## src/rtl/sdf_delay_feedback_pkg.sv

```systemverilog
// Shared FFT stage definitions: sample-pair type, SDF phase encoding and a
// constant clog2 helper used by the butterfly and the stage controllers.
package sdf_delay_feedback_pkg;

  localparam int unsigned BIT_W = 16;
  localparam int unsigned TW_W  = 8;

  typedef struct packed {
    logic signed [BIT_W-1:0] re;
    logic signed [BIT_W-1:0] im;
  } sample_t;

  // Phase A fills the delay line, phase B pairs head with the current sample.
  typedef enum logic {
    PH_A = 1'b0,
    PH_B = 1'b1
  } phase_e;

  function automatic int unsigned clog2(input int unsigned value);
    int unsigned result;
    int unsigned v;
    result = 0;
    v = (value > 0) ? value - 1 : 0;
    while (v > 0) begin
      result = result + 1;
      v = v >> 1;
    end
    return result;
  endfunction

endpackage

```

## src/rtl/sdf_delay_feedback_delay_line.sv

```systemverilog
// Enabled shift register of DEPTH words; head is the oldest stored word.
// Storage is intentionally not reset; consumers mask stale contents.
module sdf_delay_line #(
  parameter int unsigned DEPTH = 8,
  parameter int unsigned WIDTH = 32
) (
  input  logic             clk,
  input  logic             en,
  input  logic [WIDTH-1:0] din,
  output logic [WIDTH-1:0] head
);

  logic [WIDTH-1:0] mem [DEPTH];

  always_ff @(posedge clk) begin
    if (en) begin
      for (int unsigned i = 0; i < DEPTH - 1; i++) begin
        mem[i] <= mem[i+1];
      end
      mem[DEPTH-1] <= din;
    end
  end

  assign head = mem[0];

endmodule

```

## src/rtl/sdf_delay_feedback.sv

```systemverilog
// Single-path delay-feedback controller for one DIF FFT stage: buffers the
// first half block, feeds the external butterfly, serialises sums then diffs.
module sdf_delay_feedback
  import sdf_delay_feedback_pkg::*;
#(
  parameter int unsigned bit_width = BIT_W,
  parameter int unsigned DELAY     = 8,
  parameter int unsigned TW_STRIDE = 1,
  parameter int unsigned TW_AW     = TW_W
) (
  input  logic                        clk,
  input  logic                        rst_n,
  input  logic                        in_valid,
  input  logic                        flush,
  input  logic signed [bit_width-1:0] Re_in,
  input  logic signed [bit_width-1:0] Im_in,
  output logic signed [bit_width-1:0] bf_Re_i1,
  output logic signed [bit_width-1:0] bf_Im_i1,
  output logic signed [bit_width-1:0] bf_Re_i2,
  output logic signed [bit_width-1:0] bf_Im_i2,
  input  logic signed [bit_width-1:0] bf_Re_o1,
  input  logic signed [bit_width-1:0] bf_Im_o1,
  input  logic signed [bit_width-1:0] bf_Re_o2,
  input  logic signed [bit_width-1:0] bf_Im_o2,
  output logic        [TW_AW-1:0]     tw_addr,
  output logic                        out_valid,
  output logic signed [bit_width-1:0] Re_out,
  output logic signed [bit_width-1:0] Im_out
);

  localparam int unsigned CNT_W = clog2(2 * DELAY);
  localparam int unsigned IDX_W = clog2(DELAY);
  localparam int unsigned SMP_W = 2 * bit_width;

  logic [CNT_W-1:0]            cnt;
  logic [CNT_W-1:0]            cnt_next;
  logic                        primed;
  logic                        primed_next;
  logic                        adv;
  phase_e                      phase;
  logic signed [bit_width-1:0] smp_re;
  logic signed [bit_width-1:0] smp_im;
  logic signed [bit_width-1:0] head_re;
  logic signed [bit_width-1:0] head_im;
  logic signed [bit_width-1:0] mux_re;
  logic signed [bit_width-1:0] mux_im;
  logic [SMP_W-1:0]            dl_din;
  logic [SMP_W-1:0]            dl_head;
  logic [31:0]                 tw_prod;

  // Flush advances the pipeline with a zero sample; a real sample wins.
  always_comb begin : next_state
    adv         = in_valid | flush;
    phase       = phase_e'(cnt[CNT_W-1]);
    smp_re      = in_valid ? Re_in : '0;
    smp_im      = in_valid ? Im_in : '0;
    cnt_next    = cnt;
    primed_next = primed;
    if (adv) begin
      cnt_next = CNT_W'(cnt + 1'b1);
      if (phase == PH_B) begin
        primed_next = 1'b1;
      end
    end
  end

  always_comb begin : datapath
    head_re  = dl_head[SMP_W-1 -: bit_width];
    head_im  = dl_head[bit_width-1:0];
    bf_Re_i1 = head_re;
    bf_Im_i1 = head_im;
    bf_Re_i2 = smp_re;
    bf_Im_i2 = smp_im;
    tw_prod  = 32'(cnt[IDX_W-1:0]) * 32'(TW_STRIDE);
    dl_din   = {smp_re, smp_im};
    mux_re   = head_re;
    mux_im   = head_im;
    tw_addr  = '0;
    // Phase B recirculates the twiddled difference and emits the sum.
    if (phase == PH_B) begin
      dl_din  = {bf_Re_o2, bf_Im_o2};
      mux_re  = bf_Re_o1;
      mux_im  = bf_Im_o1;
      tw_addr = TW_AW'(tw_prod);
    end
  end

  always_ff @(posedge clk or negedge rst_n) begin : state_reg
    if (!rst_n) begin
      cnt       <= '0;
      primed    <= 1'b0;
      out_valid <= 1'b0;
      Re_out    <= '0;
      Im_out    <= '0;
    end else begin
      cnt    <= cnt_next;
      primed <= primed_next;
      if (adv) begin
        Re_out    <= mux_re;
        Im_out    <= mux_im;
        out_valid <= primed_next;
      end else begin
        out_valid <= 1'b0;
      end
    end
  end

  sdf_delay_line #(
    .DEPTH (DELAY),
    .WIDTH (SMP_W)
  ) u_delay_line (
    .clk  (clk),
    .en   (adv),
    .din  (dl_din),
    .head (dl_head)
  );

endmodule

```

## config.mk

```make
export PLATFORM = sky130hd
export DESIGN_NAME = sdf_delay_feedback
export DESIGN_NICKNAME = d
export VERILOG_FILES = /design/src/rtl/sdf_delay_feedback_pkg.sv /design/src/rtl/sdf_delay_feedback_delay_line.sv /design/src/rtl/sdf_delay_feedback.sv
export SDC_FILE = /design/constraint.sdc
export NUM_CORES = 1
export LEC_CHECK = 0
export CELL_PAD_IN_SITES_DETAIL_PLACEMENT = 1
export CELL_PAD_IN_SITES_GLOBAL_PLACEMENT = 1
export CORE_MARGIN = 3
export CORE_UTILIZATION = 47
export CTS_CLUSTER_DIAMETER = 50
export DETAILED_ROUTE_END_ITERATION = 10
export GPL_TIMING_DRIVEN = 0
export HOLD_SLACK_MARGIN = 0.03
export PLACE_DENSITY = 0.87
export SKIP_CTS_REPAIR_TIMING = 1
export SLEW_MARGIN = 30
export SYNTH_ARGS = -nofsm -noshare
export SYNTH_HDL_FRONTEND = slang
export SYNTH_SLANG_ARGS = --single-unit
```

## constraint.sdc

```tcl
create_clock -name clk -period 2.5 [get_ports clk]
set_clock_uncertainty 0.2 [all_clocks]
set_input_delay 0.25 -clock clk [delete_from_list [all_inputs] [get_ports clk]]
set_output_delay 0.25 -clock clk [all_outputs]
set_load 0.03 [all_outputs]
```

# Yosys cells after proc, flatten, opt, wreduce, memory -nomap -nowiden
# Memory sizes are Yosys's and may differ from the RTL's.
# Cells that the tools add are included.
word_totals:
  regBits: 38
  ramBits: 256
  input_bits: 100
  out_inout_bits: 105
  elab_cells: 19
  mem_count: 1
classes:
  n_addsub: 1
  muxes: 11
  bitwise: 1
memory_table:
  columns: ["name", "words", "word_bits", "rd", "rd_ports_with_merged_regs", "write_ports", "line", "text"]
  rows:
  - ["u_delay_line.mem", 8, 32, 8, 0, 8, "sdf_delay_feedback_delay_line.sv:13", "logic [WIDTH-1:0] mem [DEPTH];"]
ops:
  columns: ["op", "count"]
  rows:
  - ["two-way mux 16 bit", 4]
  - ["two-way mux 32 bit", 1]
  - ["two-way mux 1 bit", 5]
  - ["adder 4 x 1 -> 4 bit (second input constant)", 1]
  - ["two-way mux 3 bit", 1]
  - ["OR 1 bit", 1]

# Logic depth before layout (Yosys ltp)
depth:
  ltp_word: 3
  ltp_mapped: 5
  ltp_nobuf: 3

# Cells and area by module
# From an unflattened synthesis, not the netlist that was laid out.
hier_totals:
  hier_cells: 528
  hier_area_um2: 10380.0
modules_own_cells:
  columns: ["module", "instances", "cells_each", "area_each_um2", "seq_area_each_um2"]
  rows:
  - ["sdf_delay_line", 1, 288, 7927.6, 7687.4]
  - ["sdf_delay_feedback", 1, 240, 2452.4, 950.9]

# Worst setup path before layout
# OpenSTA, ideal clock, no wires.
synth_timing:
  kind: "input -> register"
  from: "in flush"
  to: "mem u_delay_line.mem[0][0] (enable)"
  setup_time_ns: 0.416
  arrival_time_ns: 1.852
  t_required_ns: 1.884
  path_slack_ns: 0.032
  path_stages: 4
  path_buffers: 3
  cell_sequence: "buf_6 > or2_1 > buf_6 > buf_6"
synth_rtl:
  columns: ["item", "line", "text"]
  rows:
  - ["start, declared", "sdf_delay_feedback.sv:14", "input logic flush,"]
  - ["end, declared", "sdf_delay_feedback_delay_line.sv:13", null]

# Worst setup path in the final report
layout_timing:
  from: "in in_valid"
  to: "out bf_Im_i2[9]"
layout_via:
  elab_chain_len: 1
layout_lines:
  columns: ["item", "line", "text"]
  rows:
  - ["start, declared", "sdf_delay_feedback.sv:13", "input logic in_valid,"]
  - ["two-way mux 16 bit", "sdf_delay_feedback.sv:56", "smp_im = in_valid ? Im_in : '0;"]
  - ["end, declared", "sdf_delay_feedback.sv:20", "output logic signed [bit_width-1:0] bf_Im_i2,"]
# No other way between the ends.

==> metrics.md <==
| Metric | Value |
|---|---|
| Fin cells | 1062 |
| Die area | 0.0239 mm² |
| Post-route DRC | 0 |
| I/O Buffers | 198 |
| Crit start category | input port |
| Clk sinks | 294 |
| Final setup viols | 0 |
| # fillers | 1867 |
| Area growth, synth to finish | 32.5% |
| Seq/Total Area, Yosys | 0.832 |
| Initial antenna violation count | 0 |
| Initial Utilization | 0.486 |
| Status | complete, no violations |
| Antenna viol nets, final | 0 |
| Pwr per Cell Area | 975 mW/mm² |
| CTS tree | yes |
| Worst reg2reg path startpoint | cnt[3] |
| DP Wirelength | 13.2 mm |
| Capture point of the worst reg-to-reg path | u_delay_line.mem[1][101] |
| H-tree Lvls | 1 |
| Tcrit/Tclk final | 0.978 |
| Die X | 155 µm |
| Slew Viols, Final | 0 |
| Global-route wire length before repair | 31.0 mm |
| Slew @ Worst Pin | 645 ps |
| Core ar. | 0.0214 mm² |
| Data arrival, critical path | 2000 ps |
| Dpl cells | 1008 |
| Seq cells post-synth | 294 |
| Final Hold Viols | 0 |
| Cell area after layout | 0.0138 mm² |
| Crit path kind | in2out |
| Crit end category | output pin |
| Hold Crit Class | in2async |
| Total CTS buffers | 29 |
| Reg2Reg Depth | 3 |
| Min Tclk post-route | 2450 ps |
| Root Driver | clkbuf_16 |
| Synth cell types | 21 |
| GRT Overall Usage | 0.162 |
| Leak | 5.59 nW |
| CP max FO | 10 |
| Vias per std cell | 4.86 |
| WP data required | 2050 ps |
| DRT Wirelength | 19.7 mm |
| Setup_tns | 0 ps |
| Syn avg cell area | 19.7 µm² |
| Layout cells sized above 1 | 0.161 |
| Rows | 53 |
| Vias | 5164 |
| Placed Area | 0.0128 mm² |
| Syn. warnings | 0 |
| Largest net degree at the start of global routing | 100 |
| Clk buf depth | 3 |
| Drt initial violations | 263 |
| Clk Latency, worst-skew pair | 520 ps |
| Relative slew margins | 0.570 |
| Reg2Reg Setup Slack | 770 ps |
| Placer Congestion | 0.815 |
| Commonest non-fill, non-tap cell in the layout | edfxtp_1 |
| Wire per inst | 18.5 µm |
| Die H | 155 µm |
| Top Ports | 205 |
| Total congestion overflow | 0 |
| Synthesized area | 0.0104 mm² |
| Post-synthesis cell count | 528 |
| CTS clock-pin slew for the worst setup and hold paths | 60 ps |
| FMAX | 0.409 GHz |
| Ant. Diodes | 0 |
| Vias in the first global route | 5756 |
| Max-cap violations | 0 |
| Pre-antenna DRT Iters | 4 |
| Max rail drop VDD | 553 µV |
| Most frequent cells in the layout | 256 x edfxtp_1, 164 x clkdlybuf4s50_1, 39 x buf_4 |
| Layout Nets | 868 |
worst max-delay path, cell delays in order:
cell,delay (ps)
clkdlybuf4s50_1,630
clkbuf_2,260
and2_1,170
clkdlybuf4s50_1,670
power by group:
group / internal [W] / leakage [nW] / switching, W
Clock: 0.00224 / 0.406 / 0.00159
Sequential: 0.00654 / 3.09 / 0.000372
Combinational: 0.00123 / 2.10 / 0.00143
registers in the layout, summed over array words and instances (netlist names):
register and cells:
u_delay_line.mem 256, Im_out 16, Re_out 16, cnt 4
out_valid 1, primed 1
worst max path at each step:
stage                                to  slack [ps]  cells past startpoint     start
4_1_cts                      tw_addr[2]        -260                      4    cnt[3]
2_1_floorplan    u_delay_line.mem[0][0]          30                      4     flush
6_report                    bf_Im_i2[9]          50                      4  in_valid
3_3_place_gp   u_delay_line.mem[1][104]        -970                      4  in_valid
5_1_grt                     bf_Im_i2[9]         -10                      4  in_valid
3_5_place_dp   u_delay_line.mem[1][119]        -320                      5  in_valid
layer usage:
metal  GRT usage  part of all wire  wire (µm)  vias to the layer above
met5           0                 0          0                        -
met4      0.0517             0.025        494                        0
met3      0.0316             0.061       1200                       39
met2       0.293              0.53      10400                      189
met1       0.197              0.38       7550                     2510
li1            -                 -          -                     2426
Yosys cell counts:
cell | instances | share of area
dfrtp_1 | 38 | 0.092
xnor2_1 | 2 | 0.0017
buf_4 | 39 | 0.028
xor2_1 | 1 | 0.00084
buf_2 | 10 | 0.0048
mux2i_1 | 32 | 0.031
buf_6 | 6 | 0.0065
ha_1 | 1 | 0.0012
o2111ai_1 | 1 | 0.00084
a21o_1 | 1 | 0.00072
o21a_1 | 1 | 0.00072
a21oi_1 | 32 | 0.015
mux2_4 | 1 | 0.0014
clkbuf_1 | 5 | 0.0018
o21ai_0 | 1 | 0.00048
mux2_2 | 32 | 0.035
or2_1 | 1 | 0.00060
conb_1 | 1 | 0.00036
and2_1 | 35 | 0.021
edfxtp_1 | 256 | 0.74
nor3_1 | 32 | 0.015
final cells by class:
type                    instances  area [µm²]  area share
flip-flops and latches        294        8640       0.628
repair buffers                204        2160       0.157
multi-input cells             178        1330      0.0965
clock buffers                  44         782      0.0569
plain buffers                  60         438      0.0318
well taps                     275         344      0.0250
clock inverters                 7        60.1     0.00437
cell families (layout without fill, tap and decap cells):
kind of cell	after synthesis	in the layout	share of synthesized area
buffers and inverters	60	315	0.0413
muxes	65	65	0.0670
AOI/OAI and AO/OA	36	36	0.0182
adders and majority gates	1	1	0.00121
DFF	294	294	0.832
xor gates and xnor gates	3	3	0.00253
other	1	5	0.000361
and+or+nand+nor	68	68	0.0371
per-stage QoR:
step	total power [W]	setup slack, ps	hold WS [ps]	utilization
4_1_cts	0.0136	-262	-614	0.639
3_5_place_dp	0.00969	-325	-59.9	0.599
6_report	0.0134	53.9	63.0	0.644
3_3_place_gp	0.00947	-971	200	0.596
2_1_floorplan	0.00848	32.2	-246	-
5_1_grt	0.0140	-11.1	66.7	0.644
Note: power is estimated with default switching activity, not from simulation.
